File: src/rtl/pwm_driver.sv
// Motor PWM generator on the consuming side of the PID pwm_update/pwm_ratio/pwm_direction/pwm_done handshake.
// Duty and direction change only at period boundaries; a reversal while driven coasts for DEADTIME_PERIODS periods.
module pwm_driver #(
  parameter int CLK_DIV          = 4,
  parameter int DEADTIME_PERIODS = 2
) (
  input  logic       clock,
  input  logic       reset_n,
  input  logic       pwm_enable,
  input  logic       pwm_update,
  input  logic [7:0] pwm_ratio,
  input  logic       pwm_direction,
  output logic       pwm_done,
  output logic       pwm_out,
  output logic       dir_out,
  output logic       period_start,
  output logic [7:0] active_ratio
);

  localparam logic [1:0] IDLE     = 2'd0;
  localparam logic [1:0] RUN      = 2'd1;
  localparam logic [1:0] DEADTIME = 2'd2;

  localparam int PS_W = (CLK_DIV > 1) ? $clog2(CLK_DIV) : 1;
  localparam int DT_W = (DEADTIME_PERIODS > 1) ? $clog2(DEADTIME_PERIODS) : 1;

  localparam logic [PS_W-1:0] PS_LAST    = PS_W'(CLK_DIV - 1);
  localparam logic [DT_W-1:0] DT_LAST    = DT_W'((DEADTIME_PERIODS > 0) ? DEADTIME_PERIODS - 1 : 0);
  localparam logic [7:0]      COUNT_LAST = 8'd254;
  localparam logic            DT_EN      = (DEADTIME_PERIODS > 0);

  logic [1:0]      state;
  logic [PS_W-1:0] prescaler;
  logic [PS_W-1:0] prescaler_nxt;
  logic [7:0]      count;
  logic [7:0]      count_nxt;
  logic            first_run;
  logic [DT_W-1:0] dt_count;
  logic [7:0]      pending_ratio;
  logic            pending_dir;
  logic            tick;
  logic            wrap;
  logic            boundary;
  logic            reversal;

  always_comb begin
    tick          = (prescaler == PS_LAST);
    wrap          = tick && (count == COUNT_LAST);
    prescaler_nxt = tick ? '0 : prescaler + 1'b1;
    count_nxt     = count;
    if (tick) begin
      count_nxt = (count == COUNT_LAST) ? 8'd0 : count + 8'd1;
    end
    // The first RUN clock after IDLE is a boundary so a waiting request is taken without a full-period wait.
    boundary = ((state == RUN) && first_run) ||
               (((state == RUN) || (state == DEADTIME)) && wrap);
    // A reversal only needs coasting when the bridge is actually being driven.
    reversal = DT_EN && (pwm_direction != dir_out) && (active_ratio != 8'd0);
  end

  always_ff @(posedge clock or negedge reset_n) begin
    if (!reset_n) begin
      state         <= IDLE;
      prescaler     <= '0;
      count         <= '0;
      first_run     <= 1'b0;
      dt_count      <= '0;
      pending_ratio <= '0;
      pending_dir   <= 1'b0;
      active_ratio  <= '0;
      dir_out       <= 1'b0;
      pwm_out       <= 1'b0;
      pwm_done      <= 1'b0;
      period_start  <= 1'b0;
    end else if (!pwm_enable) begin
      // Disable wins over any simultaneous boundary, update or dead-time completion.
      state         <= IDLE;
      prescaler     <= '0;
      count         <= '0;
      first_run     <= 1'b0;
      dt_count      <= '0;
      pending_ratio <= '0;
      pending_dir   <= 1'b0;
      active_ratio  <= '0;
      pwm_out       <= 1'b0;
      pwm_done      <= 1'b0;
      period_start  <= 1'b0;
    end else begin
      pwm_done     <= 1'b0;
      period_start <= boundary;
      pwm_out      <= (state == RUN) && (count < active_ratio);
      case (state)
        IDLE: begin
          state        <= RUN;
          prescaler    <= '0;
          count        <= '0;
          first_run    <= 1'b1;
          active_ratio <= '0;
        end
        RUN: begin
          prescaler <= prescaler_nxt;
          count     <= count_nxt;
          first_run <= 1'b0;
          if (boundary && pwm_update) begin
            if (reversal) begin
              pending_ratio <= pwm_ratio;
              pending_dir   <= pwm_direction;
              dt_count      <= '0;
              state         <= DEADTIME;
              pwm_out       <= 1'b0;
            end else begin
              active_ratio <= pwm_ratio;
              dir_out      <= pwm_direction;
              pwm_done     <= 1'b1;
            end
          end
        end
        DEADTIME: begin
          prescaler <= prescaler_nxt;
          count     <= count_nxt;
          if (boundary) begin
            if (dt_count == DT_LAST) begin
              active_ratio <= pending_ratio;
              dir_out      <= pending_dir;
              state        <= RUN;
              pwm_done     <= 1'b1;
            end else begin
              dt_count <= dt_count + 1'b1;
            end
          end
        end
        default: begin
          state <= IDLE;
        end
      endcase
    end
  end

  done_single_pulse: assert property (@(posedge clock) disable iff (!reset_n) pwm_done |=> !pwm_done);

endmodule

File: config.mk
export PLATFORM = sky130hd
export DESIGN_NAME = pwm_driver
export DESIGN_NICKNAME = d
export VERILOG_FILES = /design/src/rtl/pwm_driver.sv
export SDC_FILE = /design/constraint.sdc
export NUM_CORES = 1
export LEC_CHECK = 0
export BUFFER_PORTS_ARGS = -buffer_cell sky130_fd_sc_hd__buf_2
export CORE_ASPECT_RATIO = 0.5
export CORE_UTILIZATION = 30
export DETAILED_ROUTE_END_ITERATION = 10
export PLACE_DENSITY_LB_ADDON = 0.2
export SETUP_SLACK_MARGIN = 0.02
export SLEW_MARGIN = 20
export SYNTH_ARGS = -nofsm -noshare
export SYNTH_HDL_FRONTEND = slang
export SYNTH_SLANG_ARGS = --single-unit
File: constraint.sdc
create_clock -name clock -period 3.83 [get_ports clock]
set_input_delay 0.766 -clock clock [delete_from_list [all_inputs] [get_ports clock]]
set_output_delay 0.766 -clock clock [all_outputs]
set_load 0.005 [all_outputs]
==> results_tabular.tex, run 1 <==
\begin{tabular}{lr}
\hline
Metric & Value \\
\hline
\multicolumn{2}{l}{\textbf{Timing}} \\
\quad Final period util & 0.687 \\
\quad F\_max & 380 MHz \\
\quad Sum Neg Setup Slack & 0 ps \\
\quad Clock Skews & 6.20 ps \\
\quad Final Max Slew Viols & 0 \\
\quad Final hold viol count & 0 \\
\quad Setup repair after global routing missed its margin & false \\
\quad Least-Margin Pin Slew & 815 ps \\
\quad Count of final setup violators & 0 \\
\quad Final setup slack of the worst path & 1200 ps \\
\quad Slew headroom & 0.457 \\
\quad Min cycle time layout & 2630 ps \\
\multicolumn{2}{l}{\textbf{Die}} \\
\quad Height of the chip & 60.6 um \\
\quad Area enclosed by the die boundary & 7220 um\^{}2 \\
\quad Row Count & 20 \\
\quad Effective utilization at floorplan & 0.325 \\
\quad I/O pin total & 25 \\
\quad Placeable core area & 6330 um\^{}2 \\
\quad Die extent in x & 119 um \\
\multicolumn{2}{l}{\textbf{Final layout}} \\
\quad Layout net count & 261 \\
\quad Layout filler cell count & 642 \\
\quad Non-filler cells in the finished layout & 323 \\
\quad Fraction of final layout cells with drive strength greater than 1 & 0.200 \\
\quad Syn-to-layout area delta & 16.7\% \\
\quad Final core area utilization & 0.379 \\
\quad Antenna cells & 0 \\
\multicolumn{2}{l}{\textbf{Worst setup path}} \\
\quad Flop-to-flop setup slack & 1200 ps \\
\quad Start of the worst register-to-register path & state[1] \\
\quad CP endpoint kind & flip-flop \\
\quad Maximum fanout along the worst path & 16 \\
\quad Endpoint of the lowest-slack register-to-register path & active\_ratio[0] \\
\quad Kind of start point of the critical path & flip-flop \\
\quad Arrival time of the worst setup path & 2790 ps \\
\quad Logic depth of the worst register-to-register path & 6 \\
\quad Req. time, crit path & 3980 ps \\
\quad Crit Path Category & reg -> reg \\
\multicolumn{2}{l}{\textbf{Place}} \\
\quad Pre-CTS worst setup slack & 1100 ps \\
\quad Count of input and output buffers & 24 \\
\quad Final HPWL DP & 3360 um \\
\quad RD Place Congestion & 0.875 \\
\quad Count of placed standard cells including taps & 315 \\
\multicolumn{2}{l}{\textbf{Global route}} \\
\quad Via count of the first global-routing pass & 1566 \\
\quad First-pass GRT wire length & 7820 um \\
\quad GRT Resource Usage Total & 0.143 \\
\quad Overflow after GRT & 0 \\
\quad Initial antenna violation count & 0 \\
\quad Largest net degree at the start of global routing & 36 \\
\multicolumn{2}{l}{\textbf{Logic synthesis}} \\
\quad Mean post-synth cell area & 9.71 um\^{}2 \\
\quad Share of synthesized flip-flops with an asynchronous set or reset & 1.00 \\
\quad Fraction of the yosys area taken by sequential cells & 0.426 \\
\quad Count leader, synth & sky130\_fd\_sc\_hd\_\_dfrtp\_1 \\
\quad Cell count after synthesis & 212 \\
\quad Top cell type by total area after synthesis & sky130\_fd\_sc\_hd\_\_dfrtp\_1 \\
\quad Post-synthesis cell type count & 42 \\
\quad Main flop type after synthesis & sky130\_fd\_sc\_hd\_\_dfrtp\_1 \\
\quad Share of the synthesized area in the top cell type & 0.426 \\
\quad Main area contributors after synthesis & sky130\_fd\_sc\_hd\_\_dfrtp\_1 (43\%), sky130\_fd\_sc\_hd\_\_ha\_1 (8.5\%), sky130\_fd\_sc\_hd\_\_mux2\_4 (5.8\%), sky130\_fd\_sc\_hd\_\_nor2\_1 (4.2\%), sky130\_fd\_sc\_hd\_\_a22oi\_1 (4.0\%) \\
\quad Number of synthesized flops with an enable pin & 0 \\
\quad Netlist area before placement & 2060 um\^{}2 \\
\quad Yosys Warn Count & 0 \\
\quad Flip-flop and latch count after synthesis & 35 \\
\quad Leading post-synthesis cells by instance count & sky130\_fd\_sc\_hd\_\_dfrtp\_1 (35), sky130\_fd\_sc\_hd\_\_nor2\_1 (23), sky130\_fd\_sc\_hd\_\_nand2\_1 (22), sky130\_fd\_sc\_hd\_\_ha\_1 (14), sky130\_fd\_sc\_hd\_\_nand3\_1 (13) \\
\quad Synth Net Count & 239 \\
\multicolumn{2}{l}{\textbf{Drt}} \\
\quad Number of violations reported at the end of detailed-routing iteration 0 & 90 \\
\quad Sum of routed wire length over all layers & 4660 um \\
\quad DR vias & 1603 \\
\quad Wirelength per Cell & 14.4 um \\
\quad DR vias/cell & 4.96 \\
\quad DRC violation count after routing & 0 \\
\quad Length of the first detailed-routing pass in iterations & 4 \\
\quad Final antenna-violating net count & 0 \\
\multicolumn{2}{l}{\textbf{Clock network}} \\
\quad Number of H-tree levels & 2 \\
\quad Number of sinks on the clock net & 35 \\
\quad Buffers inserted by post-CTS timing repair & 0 \\
\quad Worst skew pair latency & 280 ps \\
\quad Clock transition at the register clock pins on the worst setup and hold paths after CTS & 60 ps \\
\quad Cts hold-fix bufs & 0 \\
\quad CTS tree & done \\
\quad Number of buffers inserted during clock tree synthesis & 5 \\
\quad CTS Buffer Depth & 2 \\
\quad Root cell of the clock tree & sky130\_fd\_sc\_hd\_\_clkbuf\_16 \\
\quad Count of instances resized after the clock tree is built & 0 \\
\multicolumn{2}{l}{\textbf{Run status}} \\
\quad Result of the run & completed \\
\multicolumn{2}{l}{\textbf{Hold path}} \\
\quad Launch instance of the worst min-delay path & pending\_ratio[4] \\
\quad Terminating pin of the worst hold path & pending\_ratio[4] \\
\quad Worst hold path type & reg -> reg \\
\quad Hold depth & 2 \\
\multicolumn{2}{l}{\textbf{Pwr}} \\
\quad Power per cell area & 553 nW/um\^{}2 \\
\quad Largest vdd supply drop & 0.000206 V \\
\quad Leakage power of the design & 1.11 nW \\
\multicolumn{2}{l}{\textbf{Flow run}} \\
\quad Max cap viols & 0 \\
\hline
\end{tabular}
[flip-flops by register name, summed over array words and instances, names as in the netlist]
register / flops
active_ratio: 8
count: 8
pending_ratio: 8
prescaler: 2
state: 2
dir_out: 1
dt_count: 1
first_run: 1
pending_dir: 1
period_start: 1
pwm_done: 1
pwm_out: 1
[worst max-delay path by stage]
stage | start | to | slack, ps | depth (start not counted)
floorplan | state[1] | active_ratio[0] | 1580 | 8
global placement | pwm_enable | active_ratio[2] | 1190 | 5
detailed placement | pwm_enable | active_ratio[3] | 1100 | 5
CTS | state[1] | active_ratio[0] | 1210 | 6
global route | state[1] | active_ratio[2] | 960 | 6
finish | state[1] | active_ratio[0] | 1200 | 6
[placed cells by master (no fill, tap or decap), drive strengths merged, types with 3 or more instances in the layout]
cell type | Yosys | final
a21o | 5 | 5
a21oi | 5 | 5
a22oi | 11 | 11
buf | 2 | 24
clkbuf | 7 | 8
dfrtp | 35 | 35
ha | 14 | 14
inv | 12 | 12
mux2 | 12 | 12
nand2 | 22 | 22
nand3 | 13 | 13
nand4 | 4 | 4
nor2 | 23 | 23
o21ai | 11 | 11
xnor2 | 3 | 3
xor2 | 4 | 4
[power by group]
part	total (W)	internal, W	switching, W
Clock	0.000423	0.000277	0.000146
Sequential	0.000466	0.000417	0.0000494
Combinational	0.000440	0.000187	0.000253
[logic make-up after synthesis]
family	share of synthesized area
buf+inv	0.0426
mux	0.0802
simple gates	0.171
flops	0.426
compound gates	0.165
fa+ha+maj	0.0851
xor+xnor	0.0298
[stage by stage]
stage	hold slack, ps	total power (W)	area (um^2)
floorplan	470	0.000799	2060
global placement	526	0.000908	2250
detailed placement	535	0.000913	2250
CTS	543	0.00134	2400
global route	557	0.00142	2400
finish	542	0.00133	2400
[layer usage]
metal / up-vias / GRT usage / wire length, um
met5: - / 0 / 0
met2: 25 / 0.218 / 1990
met1: 781 / 0.206 / 2480
met4: 0 / 0.0380 / 44
met3: 4 / 0.0338 / 139
li1: 793 / - / -
[worst max-delay path, cell delays in order (launching register included)]
cell	delay, ps
sky130_fd_sc_hd__dfrtp_1	410
sky130_fd_sc_hd__inv_1	130
sky130_fd_sc_hd__ha_1	530
sky130_fd_sc_hd__nand2_1	220
sky130_fd_sc_hd__a21oi_1	370
sky130_fd_sc_hd__a221o_1	500
sky130_fd_sc_hd__mux2_4	350
[cell type report]
type	count	area, um^2	share of cell area
clock buffer	8	156	0.0651
timing repair buffer	24	120	0.0500
multi-input combinational	156	1090	0.456
tap	88	110	0.0458
sequential	35	876	0.365
inverter	12	45.0	0.0188
Note: power is estimated with default switching activity, not from simulation.
==> inputs of run 2 (changes only) <==
Clock period 3.83 ns to 2.6 ns, I/O delays scaled along.
==> results_tabular.tex, run 2 (synthesized netlist as in run 1, its figures left out) <==
\begin{tabular}{lr}
\hline
Metric & Value \\
\hline
\multicolumn{2}{l}{\textbf{Run status}} \\
\quad Result of the run & completed \\
\multicolumn{2}{l}{\textbf{Die}} \\
\quad Effective utilization at floorplan & 0.325 \\
\quad Die extent in x & 119 um \\
\quad I/O pin total & 25 \\
\quad Row Count & 20 \\
\quad Area enclosed by the die boundary & 7220 um\^{}2 \\
\quad Placeable core area & 6330 um\^{}2 \\
\quad Height of the chip & 60.6 um \\
\multicolumn{2}{l}{\textbf{Timing}} \\
\quad Count of final setup violators & 0 \\
\quad Sum Neg Setup Slack & 0 ps \\
\quad F\_max & 410 MHz \\
\quad Final Max Slew Viols & 0 \\
\quad Setup repair after global routing missed its margin & false \\
\quad Min cycle time layout & 2440 ps \\
\quad Least-Margin Pin Slew & 803 ps \\
\quad Slew headroom & 0.465 \\
\quad Clock Skews & 3.07 ps \\
\quad Final period util & 0.939 \\
\quad Final hold viol count & 0 \\
\multicolumn{2}{l}{\textbf{Worst setup path}} \\
\quad CP endpoint kind & flip-flop \\
\quad Endpoint of the lowest-slack register-to-register path & active\_ratio[4] \\
\quad Kind of start point of the critical path & flip-flop \\
\quad Req. time, crit path & 2760 ps \\
\quad Logic depth of the worst register-to-register path & 7 \\
\quad Flop-to-flop setup slack & 160 ps \\
\quad Crit Path Category & reg -> reg \\
\quad Arrival time of the worst setup path & 2600 ps \\
\quad Start of the worst register-to-register path & state[1] \\
\quad Maximum fanout along the worst path & 8 \\
\multicolumn{2}{l}{\textbf{Global route}} \\
\quad Overflow after GRT & 0 \\
\quad GRT Resource Usage Total & 0.139 \\
\quad Largest net degree at the start of global routing & 36 \\
\quad Via count of the first global-routing pass & 1517 \\
\quad First-pass GRT wire length & 7580 um \\
\quad Initial antenna violation count & 0 \\
\multicolumn{2}{l}{\textbf{Pwr}} \\
\quad Internal Pwr Total & 0.00126 W \\
\quad Part of the total power dissipated in combinational logic & 0.349 \\
\quad Fraction of power spent switching nets & 0.344 \\
\quad Sequential cell fraction of total power & 0.358 \\
\quad Leakage power of the design & 1.12 nW \\
\quad Power dissipated by switching net loads & 0.000661 W \\
\quad Largest vdd supply drop & 0.000275 V \\
\quad Power per cell area & 795 nW/um\^{}2 \\
\quad Post-layout power & 0.00192 W \\
\quad Portion of total power attributed to the clock network & 0.293 \\
\multicolumn{2}{l}{\textbf{Final layout}} \\
\quad Layout net count & 266 \\
\quad Most common cell after layout, fill and taps aside & sky130\_fd\_sc\_hd\_\_dfrtp\_1 \\
\quad Leading cell types in the layout, fill and taps excluded & sky130\_fd\_sc\_hd\_\_dfrtp\_1 (35), sky130\_fd\_sc\_hd\_\_buf\_2 (24), sky130\_fd\_sc\_hd\_\_nor2\_1 (23) \\
\quad Fraction of final layout cells with drive strength greater than 1 & 0.213 \\
\quad Final Cell Area & 2420 um\^{}2 \\
\quad Biggest registers after layout & active\_ratio: 8 flops, count: 8 flops, pending\_ratio: 8 flops \\
\quad Antenna cells & 0 \\
\quad Syn-to-layout area delta & 17.6\% \\
\multicolumn{2}{l}{\textbf{Clock network}} \\
\quad CTS tree & done \\
\quad Count of instances resized after the clock tree is built & 0 \\
\quad Number of buffers inserted during clock tree synthesis & 5 \\
\quad Clock transition at the register clock pins on the worst setup and hold paths after CTS & 50 ps \\
\quad Buffers inserted by post-CTS timing repair & 0 \\
\quad Worst skew pair latency & 270 ps \\
\quad Root cell of the clock tree & sky130\_fd\_sc\_hd\_\_clkbuf\_16 \\
\quad Number of sinks on the clock net & 35 \\
\quad Number of H-tree levels & 2 \\
\quad CTS Buffer Depth & 2 \\
\quad Cts hold-fix bufs & 0 \\
\multicolumn{2}{l}{\textbf{Drt}} \\
\quad DR vias/cell & 4.99 \\
\quad DR vias & 1637 \\
\quad Final antenna-violating net count & 0 \\
\quad Sum of routed wire length over all layers & 4690 um \\
\quad Number of violations reported at the end of detailed-routing iteration 0 & 101 \\
\quad Length of the first detailed-routing pass in iterations & 4 \\
\quad DRC violation count after routing & 0 \\
\quad Wirelength per Cell & 14.3 um \\
\multicolumn{2}{l}{\textbf{Place}} \\
\quad Count of input and output buffers & 24 \\
\quad Final HPWL DP & 3500 um \\
\quad RD Place Congestion & 0.876 \\
\quad Post-detailed-placement cell area & 2280 um\^{}2 \\
\multicolumn{2}{l}{\textbf{Flow run}} \\
\quad Max cap viols & 0 \\
\multicolumn{2}{l}{\textbf{Hold path}} \\
\quad Worst hold path type & in -> async \\
\hline
\end{tabular}
run 2: cell types whose count changed in the layout (fill, tap and decap cells not counted), sizes merged:
cell	previous run	this run
clkinv	0	1
clkbuf	8	7
buf	24	29
run 2: through the flow:
stage                     hold WS (ps)  utilization  setup WS, ps  cells
after CTS                          356        0.382           161    328
after global placement             526        0.361           218    320
after global routing               393        0.382          41.7    328
after detailed placement           530        0.361           158    320
after floorplan                    224            -           347    212
final                              330        0.382           160    328
run 2: routing by layer:
metal | track usage | up-vias | wire length (um) | share of wire
met5 | 0 | - | 0 | 0
met4 | 0.0434 | 0 | 40 | 0.0085
met3 | 0.0310 | 5 | 188 | 0.040
met2 | 0.209 | 34 | 1940 | 0.41
met1 | 0.200 | 788 | 2520 | 0.54
li1 | - | 810 | - | -
run 2: worst max-delay path, cell delays in order (launching register included):
cell and delay [ps]:
sky130_fd_sc_hd__dfrtp_1 400, sky130_fd_sc_hd__inv_1 100, sky130_fd_sc_hd__ha_1 300, sky130_fd_sc_hd__nand2_1 140, sky130_fd_sc_hd__o31ai_4 330, sky130_fd_sc_hd__nand2_1 160, sky130_fd_sc_hd__a221o_1 540, sky130_fd_sc_hd__mux2_4 360
run 2: how the worst max path moves through the flow:
| stage | from | to |
|---|---|---|
| CTS | state[1] | active_ratio[0] |
| finish | state[1] | active_ratio[4] |
| global placement | state[1] | active_ratio[4] |
| global route | state[1] | active_ratio[1] |
| detailed placement | state[1] | active_ratio[4] |
| floorplan | state[1] | active_ratio[0] |
run 2: cell type report:
type / count / area, um^2
fill: 632 / 3910
inverter: 12 / 45.0
tap: 88 / 110
timing repair buffer: 29 / 158
clock buffer: 7 / 133
sequential: 35 / 876
multi-input combinational: 156 / 1090
clock inverter: 1 / 5.00
run 2: power by group through the flow:
stage	clock network, W	logic, W	registers, W
global route	0.000600	0.000749	0.000700
finish	0.000563	0.000671	0.000690
floorplan	0	0.000496	0.000680
detailed placement	0	0.000672	0.000698
global placement	0	0.000667	0.000693
CTS	0.000581	0.000676	0.000688
